<file path="src/rtl/slcg_hyst_ctrl_pkg.sv">
// Shared types and default sizing for the hysteretic clock-gating controller.
package slcg_hyst_ctrl_pkg;

  typedef enum logic [1:0] {
    ST_ON   = 2'd0,
    ST_HOLD = 2'd1,
    ST_OFF  = 2'd2
  } slcg_state_e;

  localparam int DEF_NUM_CH = 4;
  localparam int DEF_HYST_W = 8;
  localparam int DEF_CNT_W  = 16;

endpackage

</file>
<file path="src/rtl/slcg_gate_cell.sv">
// Glitch-free clock gate: enable is captured while clk is low, then ANDed with clk.
module slcg_gate_cell (
  input  logic clk,
  input  logic en,
  output logic clk_out
);

  logic en_lat;

  // Transparent only during the low phase, so the enable can never change
  // while clk is high and a high phase is always passed whole or not at all.
  always_latch begin
    if (!clk) en_lat <= en;
  end

  assign clk_out = clk & en_lat;

endmodule

</file>
<file path="src/rtl/slcg_hyst_ctrl.sv">
// Per-channel clock gating with idle hysteresis plus an all-gated cycle counter.
//   state   | meaning
//   ST_ON   | clock running, channel busy or gating not allowed
//   ST_HOLD | idle, counting down hyst_cfg cycles before gating
//   ST_OFF  | clock gated
module slcg_hyst_ctrl
  import slcg_hyst_ctrl_pkg::*;
#(
  parameter int NUM_CH = DEF_NUM_CH,
  parameter int HYST_W = DEF_HYST_W,
  parameter int CNT_W  = DEF_CNT_W
) (
  input  logic              nvdla_core_clk,
  input  logic              nvdla_core_rst,
  input  logic [NUM_CH-1:0] busy,
  input  logic [NUM_CH-1:0] gate_allow,
  input  logic              test_en,
  input  logic [HYST_W-1:0] hyst_cfg,
  input  logic              cnt_clr,
  output logic [NUM_CH-1:0] clk_out,
  output logic [NUM_CH-1:0] clk_active,
  output logic              all_gated,
  output logic [CNT_W-1:0]  gated_cnt
);

  logic [NUM_CH-1:0] ch_off;

  for (genvar g = 0; g < NUM_CH; g++) begin : g_ch
    slcg_state_e       state;
    logic [HYST_W-1:0] cnt;
    logic              en_r;

    always_ff @(posedge nvdla_core_clk) begin
      if (nvdla_core_rst) begin
        state <= ST_ON;
        cnt   <= '0;
        en_r  <= 1'b1;
      end else begin
        case (state)
          ST_ON: begin
            if (gate_allow[g] && !busy[g]) begin
              state <= ST_HOLD;
              cnt   <= hyst_cfg;
            end
          end
          ST_HOLD: begin
            if (busy[g] || !gate_allow[g]) begin
              state <= ST_ON;
              en_r  <= 1'b1;
            end else if (cnt == '0) begin
              state <= ST_OFF;
              en_r  <= 1'b0;
            end else begin
              cnt <= cnt - 1'b1;
            end
          end
          ST_OFF: begin
            if (busy[g] || !gate_allow[g]) begin
              state <= ST_ON;
              en_r  <= 1'b1;
            end
          end
          default: begin
            state <= ST_ON;
            en_r  <= 1'b1;
          end
        endcase
      end
    end

    assign ch_off[g]     = (state == ST_OFF);
    assign clk_active[g] = en_r;

    // test_en only overrides the gate itself; FSM state and en_r are untouched.
    slcg_gate_cell u_gate (
      .clk     (nvdla_core_clk),
      .en      (en_r | test_en),
      .clk_out (clk_out[g])
    );
  end

  always_ff @(posedge nvdla_core_clk) begin
    if (nvdla_core_rst) begin
      all_gated <= 1'b0;
      gated_cnt <= '0;
    end else begin
      all_gated <= &ch_off;
      if (cnt_clr)
        gated_cnt <= '0;
      else if (all_gated && (gated_cnt != '1))
        gated_cnt <= gated_cnt + 1'b1;
    end
  end

endmodule

</file>
<file path="config.mk">
export PLATFORM = sky130hd
export DESIGN_NAME = slcg_hyst_ctrl
export DESIGN_NICKNAME = d
export VERILOG_FILES = /design/src/rtl/slcg_hyst_ctrl_pkg.sv /design/src/rtl/slcg_gate_cell.sv /design/src/rtl/slcg_hyst_ctrl.sv
export SDC_FILE = /design/constraint.sdc
export NUM_CORES = 1
export LEC_CHECK = 0
export ABC_AREA = 1
export CORE_UTILIZATION = 40
export DETAILED_ROUTE_END_ITERATION = 8
export HOLD_SLACK_MARGIN = 0.1
export SYNTH_ARGS = -nofsm -noshare
export SYNTH_HDL_FRONTEND = slang
export SYNTH_SLANG_ARGS = --single-unit
</file>
<file path="constraint.sdc">
create_clock -name nvdla_core_clk -period 1.4 [get_ports nvdla_core_clk]
set_input_delay 0.28 -clock nvdla_core_clk [delete_from_list [all_inputs] [get_ports nvdla_core_clk]]
set_output_delay 0.28 -clock nvdla_core_clk [all_outputs]
set_load 0.05 [all_outputs]
</file>
After elaboration in Yosys (flattened, before gate mapping)
Cells that the tools add are included.
{"block": "totals", "ram_bits": 0, "reg_bits": 61, "output_inout_bits": 25, "romBits": 0, "latchBits": 4, "memories": 0}
{"block": "classes", "shift": 0, "multipliers": 0, "addsub": 5, "n_bitwise": 12, "mux": 56, "order_cmp": 0, "div": 0, "eq_ne": 29, "n_reduce_logical": 43}
{"operator": "$mux 8", "count": 12}
{"operator": "$pmux 8 s2", "count": 4}
{"operator": "$logic_not 8->1", "count": 4}
{"operator": "$mux 2", "count": 16}
{"operator": "$sub 8x1->8 const B", "count": 4}
{"operator": "$ne 2x2->1 const B", "count": 12}
{"operator": "$pmux 2 s3", "count": 4}
{"operator": "$reduce_and 3->1", "count": 8}
{"operator": "$reduce_and 4->1", "count": 5}
{"operator": "$add 16x1->16 const B", "count": 1}
{"operator": "$mux 1", "count": 16}
{"operator": "$ne 16x16->1 const B", "count": 1}
{"operator": "$ne 3x3->1 const B", "count": 4}
{"operator": "$pmux 1 s3", "count": 4}
{"operator": "$eq 2x1->1 const B", "count": 4}
{"operator": "$eq 2x2->1 const B", "count": 4}
{"operator": "$logic_not 1->1", "count": 8}
{"operator": "$logic_not 2->1", "count": 4}
{"operator": "$ne 2x1->1 const B", "count": 4}
{"operator": "$reduce_bool 2->1", "count": 4}
{"operator": "$logic_and 1x1->1", "count": 5}
{"operator": "$and 1x1->1", "count": 4}
{"operator": "$logic_or 1x1->1", "count": 4}
{"operator": "$not 1->1", "count": 4}
{"operator": "other kinds (2)", "count": 5}

Depth between registers and ports, before layout
Gate-level depths: netlist of the first run.
{"block": "logic_depth", "depth_word": 4, "ltp_mapped": 11, "mapped_depth_nobuf": 11}

By module
A second synthesis of the first run with hierarchy kept.
{"block": "unflattened", "cells_unflattened": 603, "area_unflattened_um2": 3789.9}
{"module": "slcg_hyst_ctrl", "cells_each": 591, "instances": 1, "seq_area_each_um2": 1221.2, "area_per_inst_um2": 3699.8}
{"module": "slcg_gate_cell", "cells_each": 3, "instances": 4, "seq_area_each_um2": 0.0, "area_per_inst_um2": 22.5}

==> flow_summary_export.csv, run 1 <==
group,metric,value,unit
status,status,"complete, but fails checks",
status,violations,"negative setup slack",
worst_setup_path,critPathArrivalTime,1.81,ns
logic_synthesis,synthMuxAreaShare,0,%
logic_synthesis,yosys_warnings,0,
floorplanning,die_area,10100,um2
final_layout,drive_gt1_share,30.7,%
logic_synthesis,syn-num-nets,653,
worst_setup_path,cp.required,1.12,ns
logic_synthesis,netlist_area,3870,um2
route,vias,4356,
sta,tns,-3.05,ns
logic_synthesis,synth_top_family_by_area,"simple AND/OR/NAND/NOR gates",
power_and_ir_drop,p_clk_share,46.6,%
sta,setup_slack,-0.687,ns
worst_setup_path,slowest_delay,0.42,ns
placed_design,io_buffers,44,
route,wl_per_cell,12.7,um
worst_setup_path,reg2reg_setup_slack,-0.07,ns
logic_synthesis,synthAdderAreaFrac,2.91,%
power_and_ir_drop,power.internal,3.50,mW
floorplanning,die_y,100,um
final_layout,area_growth_syn_to_layout,47.9,%
worst_setup_path,critPathBufInv,2,
sta,slew_viol_final,0,
worst_setup_path,end_kind,"primary output",
logic_synthesis,ys_ff_latch,65,
power_and_ir_drop,p_switching,2.01,mW
worst_setup_path,r2r-end,"g_ch[2].cnt[6]",
hold_path,holdCritStartpoint,"g_ch[2].cnt[5]",
floorplanning,ioPinCount,45,
logic_synthesis,synth_compound_gate_area_share,13.1,%
sta,final-setup-viol-count,17,
final_layout,final_cells,878,
global_route,grt_pass1_vias,4099,
final_layout,nFillCells,867,
worst_setup_path,crit_path_top_delay_cell,"dlxtn_2",
worst_setup_path,cp.depth,3,
worst_setup_path,reg2reg_depth,10,
global_route,overflow,0,
sta,hold_ws,0.474,ns
cts,clk_latency,0.44,ns
route,drt_wl_total,11.1,mm
worst_setup_path,endpoint,"clk_out[1]",
final_layout,nets,773,
power_and_ir_drop,peakVddDrop,0.666,mV
sta,tightest_slew,0.395,ns
logic_synthesis,synth_cell_types,31,
worst_setup_path,cp-start-kind,"latch",
logic_synthesis,synthSimpleGateAreaFrac,37.5,%
logic_synthesis,netlist_instances,624,
worst_setup_path,worstSetupPathType,"latch to primary output",
global_route,antenna_found_initial,0,
final_layout,antenna_cells,0,
placed_design,dp_hpwl,8.15,mm
floorplanning,core_region_area,9330,um2
job,drv_cap,0,
route,drc_errors,0,
worst_setup_path,startpoint,"g_ch[1].u_gate.en_lat",
worst_setup_path,regToRegStartpoint,"g_ch[2].cnt[1]",
global_route,grt_pass1_wl,17.7,mm
power_and_ir_drop,pwr-share-seq,35.0,%
global_route,grt_max_degree,15,
placed_design,placed_cells,849,
placed_design,gp_congestion,0.894,
power_and_ir_drop,combPwrFrac,18.4,%
final_layout,fin_util,61.4,%
floorplanning,row_count,35,
sta,finalClockSkew,0.0120,ns
floorplanning,start_util,41.5,%
route,first_pass_iters,5,
worst_setup_path,critPathMaxFanout,1,
power_and_ir_drop,power.total,5.51,mW
worst_setup_path,cp_top_family,"latches",
floorplanning,chipWidth,100,um
cts,path_clk_slew,0.07,ns
power_and_ir_drop,p_per_area,962,nW/um2
power_and_ir_drop,p_leak,2.56,nW
route,dr.first_iter.drc_count,164,
cts,cts_tree,"done",
hold_path,hold_class,"flop to flop",
logic_synthesis,synth-xor-area-share,1.81,%
sta,hold_viol,0,
sta,rsz0062_at_grt,"true",
worst_setup_path,path_cells,"nand2_2, inv_2, buf_8",
power_and_ir_drop,switching_share,36.5,%
route,ant_nets,0,
logic_synthesis,syn_area_per_cell,6.21,um2
sta,relSlewSlack,73.4,%
route,via_per_inst,4.96,
global_route,grt_usage,22.5,%
-- cell usage in the layout (no fill, tap or decap), types with 2 or more instances in the layout --
| cell type | netlist | final |
|---|---|---|
| nor2_1 | 73 | 63 |
| nor2_2 | 6 | 11 |
| nor3_1 | 4 | 3 |
| a21oi_1 | 42 | 32 |
| buf_8 | 0 | 3 |
| inv_1 | 79 | 66 |
| nor2_4 | 4 | 9 |
| xnor2_1 | 4 | 4 |
| a31oi_1 | 2 | 2 |
| nand2_4 | 1 | 4 |
| nand4_1 | 9 | 9 |
| dfxtp_2 | 0 | 10 |
| or2_2 | 4 | 4 |
| dlxtn_1 | 4 | 3 |
| ha_4 | 0 | 3 |
| dfxtp_1 | 61 | 39 |
| nand2_2 | 4 | 17 |
| clkinv_2 | 0 | 3 |
| ha_1 | 9 | 5 |
| nand2_1 | 183 | 167 |
| clkdlybuf4s50_1 | 0 | 19 |
| buf_6 | 1 | 13 |
| nand3_1 | 52 | 48 |
| o22ai_1 | 6 | 6 |
| nand3_2 | 0 | 3 |
| xor2_1 | 4 | 4 |
| o21ai_0 | 38 | 33 |
| clkbuf_1 | 3 | 2 |
| buf_4 | 11 | 70 |
| o21ai_1 | 2 | 6 |
| inv_2 | 4 | 16 |
| clkbuf_8 | 0 | 12 |
| dfxtp_4 | 0 | 12 |
| clkinv_1 | 1 | 2 |
| buf_12 | 0 | 22 |
| o211ai_1 | 4 | 4 |
| a21oi_2 | 0 | 10 |
-- registers in the layout, summed over array words and instances (netlist names) --
name                cells
all_gated               1
g_ch.cnt               32
g_ch.en_r               4
g_ch.state              8
g_ch.u_gate.en_lat      4
gated_cnt              16
-- metrics by stage --
stage | setup WS, ns | cell area [um2]
2_1_floorplan | -0.188 | 3950
3_3_place_gp | -0.997 | 5180
3_5_place_dp | -1.00 | 5180
4_1_cts | -0.706 | 5430
5_1_grt | -0.733 | 5730
6_report | -0.687 | 5730
-- worst register-to-register path, delay by kind of cell, from the launching register on --
family                     cells  cell delay [ns]
AOI/OAI and AO/OA              1             0.06
DFF                            1             0.32
buffers and inverters          3             0.25
and+or+nand+nor                5             0.59
adders and majority gates      1             0.13
-- power groups by stage --
stage	combinational (mW)	sequential [mW]	clock (mW)
2_1_floorplan	0.570	1.95	0.788
3_3_place_gp	0.892	1.97	0.730
3_5_place_dp	0.913	1.97	0.730
4_1_cts	0.939	1.93	2.53
5_1_grt	1.13	1.94	2.75
6_report	1.01	1.93	2.57
-- routing by layer --
metal	wire length [um]	GRT usage [%]	vias to the layer above
li1	-	-	2219
met1	4820	26.3	1997
met2	5550	38.8	118
met3	490	5.15	22
met4	263	10.9	0
met5	0	0	-
-- worst min-delay path by stage --
stage,end,slack (ns),cells past startpoint
4_1_cts,g_ch[3].cnt[5],0.47,2
6_report,g_ch[2].cnt[5],0.47,2
3_3_place_gp,g_ch[2].cnt[5],0.45,2
3_5_place_dp,g_ch[3].cnt[5],0.46,2
5_1_grt,g_ch[3].cnt[5],0.49,2
2_1_floorplan,g_ch[0].state[0],0.39,1
-- cells in the mapped netlist, drive strengths merged --
cell type	count	area share, %
a21oi	42	5.4
a31oi	2	0.32
and2	1	0.16
buf	18	3.2
clkbuf	3	0.29
clkinv	1	0.097
dfxtp	61	32
dlxtn	4	1.5
ha	9	2.9
inv	83	8.0
nand2	188	19
nand3	52	6.7
nand4	9	1.5
nor2	83	9.2
nor3	4	0.52
nor4	1	0.16
o211ai	4	0.77
o21ai	41	5.6
o22ai	6	0.97
or2	4	0.65
xnor2	4	0.90
xor2	4	0.90
-- layout make-up --
type | instances | area (um2) | area share, %
Multi-Input combinational cell | 454 | 2360 | 41.2
Sequential cell | 65 | 1340 | 23.4
Timing Repair Buffer | 122 | 1280 | 22.3
Inverter | 80 | 309 | 5.39
Clock buffer | 19 | 240 | 4.19
Tap cell | 129 | 161 | 2.82
Clock inverter | 9 | 37.5 | 0.655
-- what timing repair did --
item	4_1_cts	5_1_grt
resized for setup	32	94
pin swaps	5	32
setup endpoints to repair	24	59
buffers inserted	4	6
hold buffers	0	0
-- cell families (layout without fill, tap and decap cells) --
logic type / after synthesis / count (layout)
compound gates: 95 / 95
flops: 61 / 61
fa+ha+maj: 9 / 9
latches: 4 / 4
xor+xnor: 8 / 8
buf+inv: 105 / 230
simple gates: 342 / 342
Power figures use the tool's default switching activity.
==> run 2: changes to the inputs <==
PLACE_DENSITY = 0.73   (was not set)
REMOVE_ABC_BUFFERS = 1   (was not set)
==> run 2 against run 1 <==
Net effect: the run still ends with negative setup slack left; via count grew 4.0%; clock skew fell by 0.00080 ns; clock power up 21%; highest routed layer unchanged; worst hold slack improved by 0.0060 ns; final cell count grew 0.23%; worst setup slack got worse by 0.0030 ns; first-iteration DRC count rose by 66%; utilization increased by 1.5 points; register-to-register slack better by 0.05 ns.
==> flow_summary_export.csv, run 2 (synthesis gave the netlist of run 1 again) <==
group,metric,value,unit
sta,finalClockSkew,0.0112,ns
global_route,met2_usage,37.9,%
sta,relSlewSlack,71.4,%
power_and_ir_drop,p_leak,2.63,nW
status,violations,"negative setup slack",
worst_setup_path,worstSetupPathType,"latch to primary output",
floorplanning,die_area,10100,um2
floorplanning,die_y,100,um
final_layout,area_growth_syn_to_layout,51.5,%
cts,hold_buffers,0,
sta,setup_slack,-0.690,ns
final_layout,final_cell_mix,"nand2_1, buf_4, inv_1, nor2_1",
power_and_ir_drop,p_per_area,1040,nW/um2
route,dr.first_iter.drc_count,272,
cts,cts_tree,"done",
final_layout,fin_area,5870,um2
placed_design,placed_area,5140,um2
cts,clk_latency,0.46,ns
worst_setup_path,cp.required,1.12,ns
floorplanning,chipWidth,100,um
route,via_per_inst,5.15,
floorplanning,row_count,35,
final_layout,nets,775,
hold_path,holdCritStartpoint,"g_ch[1].cnt[0]",
placed_design,gp_congestion,0.928,
worst_setup_path,end_kind,"primary output",
final_layout,final_common_cell,"nand2_1",
global_route,overflow,0,
placed_design,io_buffers,44,
global_route,grt_pass1_vias,4411,
cts,path_clk_slew,0.07,ns
sta,slew_viol_final,0,
route,first_pass_iters,5,
final_layout,nFillCells,763,
sta,hold_viol,0,
power_and_ir_drop,power.total,6.11,mW
global_route,antenna_found_initial,0,
worst_setup_path,critPathArrivalTime,1.81,ns
sta,rsz0062_at_grt,"true",
sta,tightest_slew,0.428,ns
hold_path,hold_class,"flop to flop",
sta,final-setup-viol-count,9,
global_route,use_met1,26.8,%
route,ant_nets,0,
final_layout,reg_top3,"g_ch.cnt (32), gated_cnt (16), g_ch.state (8)",
job,drv_cap,0,
floorplanning,core_region_area,9330,um2
route,wl_per_cell,13.2,um
route,drc_errors,0,
worst_setup_path,critPathMaxFanout,1,
route,drt_wl_total,11.6,mm
final_layout,largest_reg_flops,32,
placed_design,placed_cells,849,
final_layout,drive_gt1_share,32.8,%
worst_setup_path,startpoint,"g_ch[0].u_gate.en_lat",
placed_design,dp_hpwl,7.82,mm
global_route,grtUsageMet3,6.13,%
floorplanning,start_util,41.5,%
floorplanning,ioPinCount,45,
global_route,grt-busiest-layer,"met2",
global_route,grt_max_degree,25,
global_route,grt_pass1_wl,18.4,mm
placed_design,pre_cts_slack,-1.11,ns
power_and_ir_drop,peakVddDrop,1.21,mV
final_layout,final_cells,880,
worst_setup_path,cp-start-kind,"latch",
route,vias,4532,
final_layout,antenna_cells,0,
final_layout,largest-register,"g_ch.cnt",
global_route,grt_usage,23.1,%
final_layout,fin_util,62.9,%
worst_setup_path,regToRegStartpoint,"g_ch[2].cnt[0]",
status,status,"complete, but fails checks",
-- run 2: where the power goes --
part | total (mW) | internal [mW] | switching [mW] | leakage (nW)
combinational | 1.05 | 0.454 | 0.599 | 1.89
sequential | 1.96 | 1.89 | 0.0681 | 0.536
clock | 3.10 | 1.65 | 1.45 | 0.204
total | 6.11 | 3.99 | 2.12 | 2.63
-- run 2: final cells by class --
type / instances / area (um2) / area share (%)
multi-input cells: 456 / 2430 / 41.4
repair buffers: 122 / 1320 / 22.4
well taps: 129 / 161 / 2.75
clock inverters: 6 / 50.0 / 0.853
inverters: 80 / 312 / 5.31
flip-flops and latches: 65 / 1310 / 22.2
clock buffers: 22 / 298 / 5.07
-- run 2: per-stage QoR --
stage	hold slack, ns	TNS, ns
floorplan	0.349	-7.07
global placement	0.453	-11.85
detailed placement	0.468	-13.65
CTS	0.478	-2.83
global route	0.503	-3.44
finish	0.480	-2.73
-- run 2: timing repair --
action                     4_1_cts  5_1_grt
pin swaps                        8       41
buffers inserted                 2        7
hold endpoints to repair         0        0
cloned                           1        1
resized for setup               44      123
setup endpoints to repair       23       64
-- run 2: worst paths after layout --
path              cells after the start        endpoint  slack, ns
setup reg to reg                     11  g_ch[2].cnt[2]      -0.02
setup / recovery                      3      clk_out[0]      -0.69
hold / removal                        2  g_ch[1].cnt[0]       0.48
hold reg to reg                       2  g_ch[1].cnt[0]       0.48
-- run 2: routing by layer --
layer | part of all wire, % | wire (um) | vias to the layer above
li1 | - | - | 2233
met1 | 42 | 4820 | 2082
met2 | 49 | 5640 | 170
met3 | 6.2 | 713 | 47
met4 | 3.6 | 423 | 0
met5 | 0 | 0 | -
-- run 2: worst max-delay path, cell delays in order, from the launching register on --
cell     delay [ns]
dlxtn_2        0.41
nand2_2        0.05
inv_2          0.06
buf_8          0.14
==> run 3: changes to the inputs <==
SYNTH_HIERARCHICAL = 1   (was not set)
==> run 3 against run 2 <==
Net effect: the flow still finishes with violations (negative setup slack); worst setup slack gained 0.0012 ns; worst hold slack lost 0.0098 ns; final cell count shrank 4.4%; sequential power is essentially flat; clock power shrank 2%; wire length grew 4.2%; area after synthesis shrank 2.2%; die area shrank 2.1%; sequential share of layout area is essentially flat; clock skew shrank 0.0018 ns; critical endpoint unchanged.
==> flow_summary_export.csv, run 3 <==
group,metric,value,unit
logic_synthesis,synth_ff_type,"dfxtp_1",
power_and_ir_drop,peakVddDrop,1.15,mV
logic_synthesis,yosysMostFrequentCell,"nand2_1",
placed_design,io_buffers,44,
worst_setup_path,reg2reg_depth,11,
worst_setup_path,cp-start-kind,"latch",
worst_setup_path,slowest_delay,0.39,ns
job,drv_cap,0,
final_layout,area_growth_syn_to_layout,54.6,%
cts,hold_buffers,0,
status,violations,"negative setup slack",
sta,relSlewSlack,74.9,%
power_and_ir_drop,p_per_area,1020,nW/um2
global_route,grt_usage,23.0,%
worst_setup_path,crit_path_top_delay_cell,"dlxtn_1",
route,ant_nets,0,
placed_design,placed_area,4980,um2
sta,tightest_slew,0.375,ns
logic_synthesis,synth_cell_types,36,
global_route,grt_pass1_vias,4110,
floorplanning,core_region_area,9200,um2
worst_setup_path,critPathArrivalTime,1.81,ns
final_layout,antenna_cells,0,
route,drt_wl_total,12.1,mm
worst_setup_path,cp.required,1.12,ns
final_layout,reg_top3,"g_ch.cnt (32), gated_cnt (16), g_ch.state (8)",
placed_design,dp_hpwl,7.92,mm
logic_synthesis,netlist_area,3790,um2
sta,hold_ws,0.470,ns
final_layout,largest-register,"g_ch.cnt",
final_layout,nFillCells,775,
hold_path,hold_class,"flop to flop",
logic_synthesis,syn_area_per_cell,6.29,um2
route,via_per_inst,5.26,
final_layout,fin_area,5860,um2
sta,slew_viol_final,0,
logic_synthesis,yosys_warnings,6,
placed_design,gp_congestion,0.936,
cts,clk_latency,0.46,ns
logic_synthesis,synth.largest_area_cell,"dfxtp_1",
floorplanning,row_count,35,
worst_setup_path,worstSetupPathType,"latch to primary output",
sta,rsz0062_at_grt,"true",
final_layout,final_cell_mix,"nand2_1, buf_4, inv_1, nor2_1, dfxtp_1",
global_route,grt_pass1_wl,17.9,mm
hold_path,holdCritStartpoint,"g_ch[0].cnt[7]",
logic_synthesis,ys_ff_latch,65,
final_layout,drive_gt1_share,33.4,%
logic_synthesis,synth.top_cell.area_share,32.2,%
floorplanning,die_y,99.3,um
worst_setup_path,end_kind,"primary output",
sta,hold_viol,0,
logic_synthesis,synth.area.top_cells,"dfxtp_1, nand2_1, nor2_1",
floorplanning,die_area,9870,um2
logic_synthesis,synth_edf_count,0,
sta,setup_slack,-0.688,ns
final_layout,nets,754,
worst_setup_path,reg2reg_setup_slack,-0.03,ns
route,drc_errors,0,
logic_synthesis,ys_top_cells_by_count,"nand2_1, nor2_1, inv_1, dfxtp_1, nand3_1",
cts,path_clk_slew,0.07,ns
global_route,overflow,0,
global_route,grt_max_degree,14,
worst_setup_path,regToRegStartpoint,"gated_cnt[0]",
route,dr.first_iter.drc_count,234,
worst_setup_path,path_cells,"nand2_1, inv_1, buf_6",
final_layout,fin_util,63.7,%
status,status,"complete, but fails checks",
logic_synthesis,netlist_instances,603,
route,vias,4422,
floorplanning,start_util,41.2,%
power_and_ir_drop,p_leak,2.69,nW
route,first_pass_iters,7,
final_layout,final_common_cell,"nand2_1",
floorplanning,ioPinCount,45,
hold_path,whs_endpoint,"g_ch[0].cnt[7]",
route,wl_per_cell,14.4,um
placed_design,pre_cts_slack,-1.09,ns
floorplanning,chipWidth,99.3,um
cts,cts_tree,"done",
hold_path,hold_depth,2,
sta,final-setup-viol-count,13,
worst_setup_path,r2r-end,"gated_cnt[10]",
worst_setup_path,critPathMaxFanout,1,
global_route,antenna_found_initial,0,
final_layout,largest_reg_flops,32,
sta,finalClockSkew,0.00941,ns
logic_synthesis,async_reset_ff_share,0,%
==> run 3: changes by cell type after synthesis, sizes merged, moves of 4 or more <==
cell   previous run  this run
o22ai             6         2
nand2           188       184
inv              83        74
buf              18        11
==> run 3: worst max path at each step <==
stage                               start           end  slack [ns]  cells past startpoint
floorplan                    gated_cnt[0]  gated_cnt[9]       -0.43                     10
global placement    g_ch[1].u_gate/en_lat    clk_out[1]       -1.09                      3
detailed placement  g_ch[1].u_gate/en_lat    clk_out[1]       -1.09                      3
CTS                 g_ch[3].u_gate/en_lat    clk_out[3]       -0.69                      3
global route        g_ch[0].u_gate/en_lat    clk_out[0]       -0.75                      3
finish              g_ch[0].u_gate/en_lat    clk_out[0]       -0.69                      3
==> run 3: cell families (layout without fill, tap and decap cells) <==
family / after synthesis / in the layout / share of synthesized area (%)
fa+ha+maj: 9 / 9 / 2.97
flops: 61 / 61 / 32.2
compound gates: 97 / 98 / 14.0
buf+inv: 90 / 216 / 9.97
xor+xnor: 7 / 7 / 1.62
latches: 4 / 4 / 1.58
simple gates: 335 / 335 / 37.7
==> run 3: stage by stage <==
stage,TNS (ns),cells,power [mW]
after global routing,-4.21,841,6.25
final,-2.81,841,5.97
after CTS,-2.76,828,5.82
after global placement,-9.84,807,3.54
after detailed placement,-11.75,807,3.56
after floorplan,-7.58,588,3.01
==> run 3: timing repair <==
action,in CTS,in global routing
buffers inserted,0,13
setup endpoints to repair,33,64
cloned,1,1
pin swaps,6,41
gates resized for setup,49,124
==> run 3: metal layers <==
| layer | part of all wire (%) | vias up | GRT usage [%] |
|---|---|---|---|
| li1 | - | 2178 | - |
| met1 | 41 | 2051 | 27.2 |
| met2 | 50 | 161 | 39.3 |
| met3 | 6.0 | 32 | 5.90 |
| met4 | 2.3 | 0 | 9.95 |
| met5 | 0 | - | 0 |
==> run 3: power by group <==
group          internal [mW]  leakage [nW]  switching [mW]
Clock                   1.60         0.197            1.44
Sequential              1.89         0.538          0.0683
Combinational          0.415          1.95           0.563
==> run 3: cell type report <==
type / instances / area, um2 / area share, %
multi-input cells: 449 / 2540 / 43.4
flip-flops and latches: 65 / 1300 / 22.2
repair buffers: 117 / 1270 / 21.6
inverters: 71 / 275 / 4.70
clock buffers: 21 / 253 / 4.31
well taps: 111 / 139 / 2.37
clock inverters: 7 / 80.1 / 1.37
==> run 3: worst max-delay path: cells and delay by family (launching register included) <==
kind,cells,cell delay (ns)
latches,1,0.39
buffers and inverters,2,0.22
AND/OR/NAND/NOR,1,0.05
